===== config.mk =====
export PLATFORM = sky130hd
export DESIGN_NAME = pipelined_multiplier_v2
export DESIGN_NICKNAME = d
export VERILOG_FILES = /design/src/rtl/pipelined_multiplier_v2.sv
export SDC_FILE = /design/constraint.sdc
export NUM_CORES = 2
export LEC_CHECK = 0
export ABC_CLOCK_PERIOD_IN_PS = 23800
export CAP_MARGIN = 10
export CORE_MARGIN = 10
export CORE_UTILIZATION = 59
export DETAILED_ROUTE_END_ITERATION = 6
export GPL_TIMING_DRIVEN = 0
export PLACE_DENSITY_LB_ADDON = 0.2
export SYNTH_ARGS = -nofsm -noshare
export SYNTH_HDL_FRONTEND = slang
export SYNTH_SLANG_ARGS = --single-unit

===== constraint.sdc =====
create_clock -name clk -period 23.8 [get_ports clk]
set_input_delay 2.38 -clock clk [delete_from_list [all_inputs] [get_ports clk]]
set_output_delay 2.38 -clock clk [all_outputs]
set_load 0.01 [all_outputs]

===== src/rtl/pipelined_multiplier_v2.sv =====
// Pipelined signed/unsigned multiplier with valid/ready handshakes, flush, and a tag carried per operation.
// Define MULTIPLIER_OVERFLOW_FLAG_EN to build in overflow detection; without it, overflow is tied to 0.
module pipelined_multiplier_v2 #(
   parameter int DATA_LEN       = 32,
   parameter int PIPELINE_STAGE = 2,
   parameter int TAG_LEN        = 8
) (
   input  logic                                 clk,
   input  logic                                 reset,
   input  logic                                 flush,
   input  logic                                 in_valid,
   output logic                                 in_ready,
   input  logic [DATA_LEN-1:0]                  a,
   input  logic [DATA_LEN-1:0]                  b,
   input  logic                                 in_signed,
   input  logic [TAG_LEN-1:0]                   in_tag,
   output logic                                 out_valid,
   input  logic                                 out_ready,
   output logic [2*DATA_LEN-1:0]                result,
   output logic [TAG_LEN-1:0]                   out_tag,
   output logic                                 overflow,
   output logic [$clog2(PIPELINE_STAGE+1)-1:0]  inflight
);

   localparam int PROD_W = 2 * DATA_LEN;
   localparam int CNT_W  = $clog2(PIPELINE_STAGE + 1);
   localparam int LAST   = PIPELINE_STAGE - 1;
   localparam logic [DATA_LEN-1:0] ZERO_D  = {DATA_LEN{1'b0}};
   localparam logic [CNT_W-1:0]    CNT_ONE = CNT_W'(1'b1);

   typedef logic [PIPELINE_STAGE-1:0]              bit_arr_t;
   typedef logic [PIPELINE_STAGE-1:0][TAG_LEN-1:0] tag_arr_t;
   typedef logic [PIPELINE_STAGE-1:0][PROD_W-1:0]  prod_arr_t;
   typedef logic [PIPELINE_STAGE-1:0][DATA_LEN-1:0] corr_arr_t;

   bit_arr_t          valid_r;
   bit_arr_t          sign_r;
   tag_arr_t          tag_r;
   prod_arr_t         prod_r;
   corr_arr_t         corr_r;
   logic [CNT_W-1:0]  inflight_r;

   bit_arr_t          valid_next_s;
   bit_arr_t          sign_next_s;
   tag_arr_t          tag_next_s;
   prod_arr_t         prod_next_s;
   corr_arr_t         corr_next_s;

   logic [PROD_W-1:0]   in_prod_s;
   logic [DATA_LEN-1:0] in_corr_s;
   logic [DATA_LEN-1:0] out_corr_s;
   logic                valid_out_s;
   logic                stall_s;
   logic                accept_s;
   logic                out_fire_s;

   // Unsigned partial product plus the upper-half term that turns it into a two's-complement product.
   always_comb begin
      in_prod_s = {ZERO_D, a} * {ZERO_D, b};
      in_corr_s = (a[DATA_LEN-1] ? b : ZERO_D) + (b[DATA_LEN-1] ? a : ZERO_D);
   end

   // Reset masks the output immediately so nothing can be handed off on the reset cycle.
   assign valid_out_s = valid_r[LAST] & ~reset;
   assign stall_s     = valid_out_s & ~out_ready;
   assign in_ready    = ~stall_s & ~flush;
   assign accept_s    = in_valid & in_ready;
   assign out_fire_s  = valid_out_s & out_ready;

   // Next-stage contents: each stage takes the one below it, stage 0 takes the input.
   always_comb begin
      valid_next_s = bit_arr_t'({valid_r, accept_s});
      sign_next_s  = bit_arr_t'({sign_r, in_signed});
      tag_next_s   = tag_arr_t'({tag_r, in_tag});
      prod_next_s  = prod_arr_t'({prod_r, in_prod_s});
      corr_next_s  = corr_arr_t'({corr_r, in_corr_s});
   end

   // Valid shift register: reset beats flush, flush beats stall.
   always_ff @(posedge clk) begin
      if (reset) begin
         valid_r <= {PIPELINE_STAGE{1'b0}};
      end else if (flush) begin
         valid_r <= {PIPELINE_STAGE{1'b0}};
      end else if (!stall_s) begin
         valid_r <= valid_next_s;
      end else begin
         valid_r <= valid_r;
      end
   end

   // Payload stages advance together and freeze while the output is stalled.
   always_ff @(posedge clk) begin
      if (!stall_s) begin
         sign_r <= sign_next_s;
         tag_r  <= tag_next_s;
         prod_r <= prod_next_s;
         corr_r <= corr_next_s;
      end else begin
         sign_r <= sign_r;
         tag_r  <= tag_r;
         prod_r <= prod_r;
         corr_r <= corr_r;
      end
   end

   // Occupancy counter: +1 per accept, -1 per output handshake.
   always_ff @(posedge clk) begin
      if (reset || flush) begin
         inflight_r <= {CNT_W{1'b0}};
      end else begin
         case ({accept_s, out_fire_s})
            2'b10:   inflight_r <= inflight_r + CNT_ONE;
            2'b01:   inflight_r <= inflight_r - CNT_ONE;
            default: inflight_r <= inflight_r;
         endcase
      end
   end

   // Final stage applies the signed correction to the upper half of the stored product.
   always_comb begin
      out_corr_s = sign_r[LAST] ? corr_r[LAST] : ZERO_D;
      result     = prod_r[LAST] - {out_corr_s, ZERO_D};
   end

   assign out_valid = valid_out_s;
   assign out_tag   = tag_r[LAST];
   assign inflight  = inflight_r;

`ifdef MULTIPLIER_OVERFLOW_FLAG_EN
   // top holds result bits [2*DATA_LEN-1 : DATA_LEN-1].
   function automatic logic ovf_calc(input logic [DATA_LEN:0] top, input logic sgn);
      logic ovf_v;
      if (sgn) begin
         ovf_v = ~((&top) | ~(|top));
      end else begin
         ovf_v = |top[DATA_LEN:1];
      end
      return ovf_v;
   endfunction

   logic [DATA_LEN-1:0] last_corr_s;
   logic [DATA_LEN:0]   last_top_s;
   logic                overflow_r;

   // Upper bits of the corrected product entering the last stage.
   always_comb begin
      last_corr_s = sign_next_s[LAST] ? corr_next_s[LAST] : ZERO_D;
      last_top_s  = {prod_next_s[LAST][PROD_W-1:DATA_LEN] - last_corr_s,
                     prod_next_s[LAST][DATA_LEN-1]};
   end

   // Flag is captured alongside the last stage so it stays aligned with result.
   always_ff @(posedge clk) begin
      if (!stall_s) begin
         overflow_r <= ovf_calc(last_top_s, sign_next_s[LAST]);
      end else begin
         overflow_r <= overflow_r;
      end
   end

   assign overflow = overflow_r;
`else
   assign overflow = 1'b0;
`endif

endmodule

Yosys cells after proc, flatten, opt, wreduce, memory -nomap -nowiden
Index checks and enable logic that the tools add are counted.
W data, S select, Z words.
- bits of input ports: 78
- output and inout bits: 77
- register bits: 214
- word-level logic and storage cells: 32
- $add $sub $neg: 4
- eq/ne operators: 2
- mux-type cells: 4
- reduce and logical (&&, ||, !) cells: 3
- multipliers: 1
- bitwise logic cells: 9
- operators with widths (kind ; count):
    $mux W32 ; 3
    $mul A32 B32 Y64 ; 1
    $sub A64 B64 Y64 ; 1
    $add A32 B32 Y32 ; 1
    $and A1 B1 Y1 ; 5
    $not A1 Y1 ; 4
    $pmux W2 S2 ; 1
    $add A2 B1 Y2 const B ; 1
    $eq A2 B1 Y1 const B ; 1
    $eq A2 B2 Y1 const B ; 1
    $reduce_bool A2 Y1 ; 1
    $reduce_or A2 Y1 ; 1
    $sub A2 B1 Y2 const B ; 1
    $logic_or A1 B1 Y1 ; 1

Longest topological paths before layout
- depth in word-level cells: 8
- mapped depth: 29
- gate-level depth less buffers: 27

Worst setup path after synthesis
Ideal clock, no wire load.
- path type: input-to-reg
- start: input a[31]
- end: register prod_r, in the netlist prod_next_s[127] (data pin)
- data arrival time: 8.962 ns
- library setup time: 0.260 ns
- stages on the path: 25
- path slack: 14.578 ns
- buffers on the path: 2
- data required time: 23.540 ns
- cells stage by stage: clkbuf_1 > nand2_1 > fa_1 > inv_1 > fa_1 > fa_1 > inv_1 > fa_1 > inv_1 > fa_1 > fa_1 > fa_1 > inv_1 > fa_1 > inv_1 > ha_1 > buf_2 > nand4_1 > or4_1 > a211oi_2 > a211oi_2 > a2111oi_2 > o21ai_1 > a21oi_1 > xnor2_1
- cells in the longest elaborated chain, start to end: 1
- ends and longest elaborated chain (what ; RTL line ; RTL):
    start, declared ; 13 ; input logic [DATA_LEN-1:0] a,
    $mul A32 B32 Y64 ; 59 ; in_prod_s = {ZERO_D, a} * {ZERO_D, b};
    net in_prod_s[63] ; 49 ; logic [PROD_W-1:0] in_prod_s;
    end signal, assigned ; 97 ; prod_r <= prod_next_s;
    end signal, assigned ; 102 ; prod_r <= prod_r;
    end, declared ; 39 ; prod_arr_t prod_r;
The timed path passes the listed nets, and every way through them passes these cells.
A chain may end at the register's enable or synchronous reset.

Worst setup path in the final report
- start: input a[9]
- end: register prod_r, in the netlist prod_next_s[124] (data pin)
The elaborated chain is that of the path after synthesis.

==> summary.txt <==
Drt
  • DR vias: between 30000 and 40000
  • Antenna Nets Post-Route: 0
  • 1st-iter DRT viols: about 3400
  • Routed wire length: approximately 150000 microns
  • M1 WL: around 58000 microns
  • WL met2: 62700 microns
  • DRC Markers: 28
  • Routed wl met3: ~22000 microns
  • Top routing layer used: met5
  • Routed vias/inst: 5.79
  • Routed length per instance: between 20 and 30 microns
  • Drt pass-1 iters: 7

Place
  • Port buffer count: 153
  • Cell Area, Placed: about 0.046 sq mm
  • Final GP Congestion: 1.07
  • Final HPWL from detailed placement: 125000 microns

Floorplan
  • Core Region: 0.0731 sq mm
  • Die ar.: around 0.085 sq mm
  • Die Ht: slightly below 300 microns
  • Num ports: 155
  • Num rows: just under 100
  • Starting Density: about three fifths
  • Chip Width: 292 microns

Timing
  • Post-layout min period: between 10000 and 15000 ps
  • Least-Margin Pin Slew: 1490 ps
  • Fmax achieved: roughly 90 MHz
  • Worst Clk Skew: 9.77 ps
  • Unrepaired setup endpoints after global routing: no
  • Max-slew violations: 0
  • Slew HR: 0.743%
  • Final period utilization: 46.5%
  • Final setup viols: 0
  • Final Hold Vio Count: 0
  • Setup TNS: 0 ps

Global routing
  • Largest net degree at the start of global routing: between 100 and 150
  • Initial antenna violation count: 13
  • First-pass GRT wire length: between 200000 and 250000 microns
  • Grt ovf: 0
  • Tot GR Track Use: 35.6%
  • Number of global-route vias before repair: 33400

Setup path
  • Critical path depth: 26
  • FF-to-FF setup slack: between 20000 and 25000 ps
  • Worst Path Required: 24030 ps
  • CP Buf/Inv Count: 7
  • Worst R2R Path Depth: 4
  • Worst r2r dst: prod_r[125]
  • Critical path class: input pin to flip-flop
  • Largest fanout on the critical path: 10
  • WP data arrival: 11300 ps
  • CP peak stage delay: about 830 ps
  • Worst reg2reg startpoint: valid_r[1]
  • CP max-delay cell: clkbuf_1
  • Crit path launch type: input pin
  • Worst Setup End Kind: flip-flop
  • Cell family with most CP delay: adder cells
  • Most used cell along the critical path: fa_1

Synthesis
  • Post-Synth Adder-Cell Area: 50.5%
  • Post-Synth Simple-Gate Area: 16.0%
  • Synthesized instance count: roughly 4500
  • Yosys reg bits: ~210
  • Post-synth cell types: 79
  • Main combinational cell family by area after synthesis: adder cells
  • Async SR Flop Fraction: 0%
  • Xor and xnor area share after synthesis: approximately 2.3%
  • Syn. warnings: 0
  • Post-synth EDFFs: 210
  • Post-Syn Area: 0.0436 sq mm
  • Synthesized net count: just under 6000
  • Most used DFF post-synth: edfxtp_1
  • Mapped Avg Cell Area: 9.75 sq um
  • Mux contribution to synthesized area: less than 1%
  • Seq/Total Area, Yosys: 14.6%
  • Compound-Gate Fraction of Synth Area: 5.67%

Min path
  • Worst hold path class: flip-flop to flip-flop
  • Hold EP: prod_r[75]
  • Hold Path Origin: prod_next_s[75]
  • Worst Hold Depth: 0

Clock network
  • Hold Buf Count CTS: 0
  • Clk pin slew, worst setup/hold paths: about 80 ps
  • CTS buffer count: 16
  • CTS tree: yes
  • Post-CTS Setup Bufs: 0
  • Clock Latency Late Sink: 470 ps
  • Number of H-tree levels: 1
  • CTS root buffer: clkbuf_16
  • CTS sink cnt: 214
  • Clock Path Buffers: 3
  • Resize count post-CTS: 0

Layout
  • Layout cells sized above 1: 2.08%
  • Cell area after layout: 0.0470 sq mm
  • Final nets: 5945
  • Area Growth Syn to Fin: 7.70%
  • Core Util, Final: 64.3%

Run status
  • Failing checks: design-rule violations, max-capacitance violations
  • Status: finished, violations left

Flow run
  • Maxcap violations: 1
==> state kept, by name, indices dropped and copies added (netlist names) <==
| name | cells |
|---|---|
| corr_r | 32 |
| tag_next_s | 8 |
| out_tag | 8 |
| sign_r | 2 |
| prod_r | 64 |
| prod_next_s | 64 |
| valid_r | 2 |
| corr_next_s | 32 |
| inflight | 2 |
==> synthesized netlist by cell type, drive strengths merged (11+ instances only) <==
library cell  count  area [sq um]
inv             957          3590
fa              898         18000
and2            663          4150
nand2           469          1760
ha              325          4070
clkbuf          210           788
edfxtp          210          6310
a21oi           113           566
xnor2            81           709
nor2             79           297
a21o             69           518
o21ai            62           325
buf              40           290
xor2             36           315
o21bai           27           206
nand4            24           150
nand3            23           115
nor3             20           100
a211oi           15           123
o21a             15           113
nor2b            14          87.6
and3             12          77.6
nand2b           11          68.8
==> cell type report <==
| cell class | instances | area [sq um] |
|---|---|---|
| diodes | 15 | 37.5 |
| flip-flops and latches | 214 | 6390 |
| clock inverters | 9 | 126 |
| plain buffers | 250 | 1080 |
| multi-input cells | 3051 | 32600 |
| inverters | 957 | 3600 |
| fillers | 6168 | 26100 |
| repair buffers | 154 | 1560 |
| well taps | 959 | 1200 |
| clock buffers | 18 | 429 |
==> cell families after synthesis <==
| kind of cell | Yosys count |
|---|---|
| compound gates | 368 |
| xor+xnor | 117 |
| fa+ha+maj | 1223 |
| buf+inv | 1207 |
| flops | 214 |
| mux | 2 |
| other cells | 1 |
| simple gates | 1340 |
==> per-layer routing <==
| metal | GRT usage, % | vias up |
|---|---|---|
| met4 | 13.0 | 12 |
| met1 | 46.8 | 16300 |
| met3 | 14.7 | 408 |
| met2 | 52.4 | 2061 |
| met5 | 0 | - |
| li1 | - | 13800 |
==> worst max-delay path by stage <==
stage | from | end | slack, ps
floorplan | a[31] | prod_next_s[127] | 14580
global placement | b[5] | prod_next_s[127] | 12510
detailed placement | b[5] | prod_next_s[127] | 12450
CTS | b[5] | prod_next_s[127] | 12950
global route | a[28] | prod_next_s[125] | 12480
finish | a[9] | prod_next_s[124] | 12730
==> per-stage QoR <==
step | cells | worst slack (ps) | hold slack, ps
final | 5627 | 12730 | 407
after detailed placement | 5585 | 12450 | 405
after CTS | 5612 | 12950 | 410
after global routing | 5613 | 12480 | 414
after global placement | 5584 | 12510 | 400
after floorplan | 4472 | 14580 | 400
==> cells in the final DEF (no fill, tap or decap), types with 10 or more instances in the layout <==
| cell type | netlist | final |
|---|---|---|
| inv_1 | 957 | 956 |
| fa_1 | 898 | 898 |
| and2_1 | 662 | 662 |
| nand2_1 | 469 | 469 |
| ha_1 | 325 | 325 |
| clkbuf_1 | 210 | 211 |
| edfxtp_1 | 210 | 210 |
| clkdlybuf4s50_1 | 0 | 153 |
| a21oi_1 | 113 | 113 |
| xnor2_1 | 81 | 81 |
| nor2_1 | 79 | 79 |
| a21o_1 | 69 | 69 |
| o21ai_0 | 47 | 47 |
| xor2_1 | 36 | 36 |
| buf_4 | 34 | 34 |
| o21bai_1 | 26 | 26 |
| nand4_1 | 24 | 24 |
| nand3_1 | 23 | 23 |
| nor3_1 | 20 | 20 |
| clkbuf_16 | 0 | 17 |
| diode_2 | 0 | 15 |
| o21a_1 | 15 | 15 |
| nor2b_1 | 14 | 14 |
| a211oi_1 | 13 | 13 |
| o21ai_1 | 13 | 13 |
| nand2b_1 | 11 | 11 |
| and3_1 | 10 | 10 |
Power is left out: the tool's default activity adds up to more than one toggle a clock period on the data nets, which glitch-free logic cannot reach.
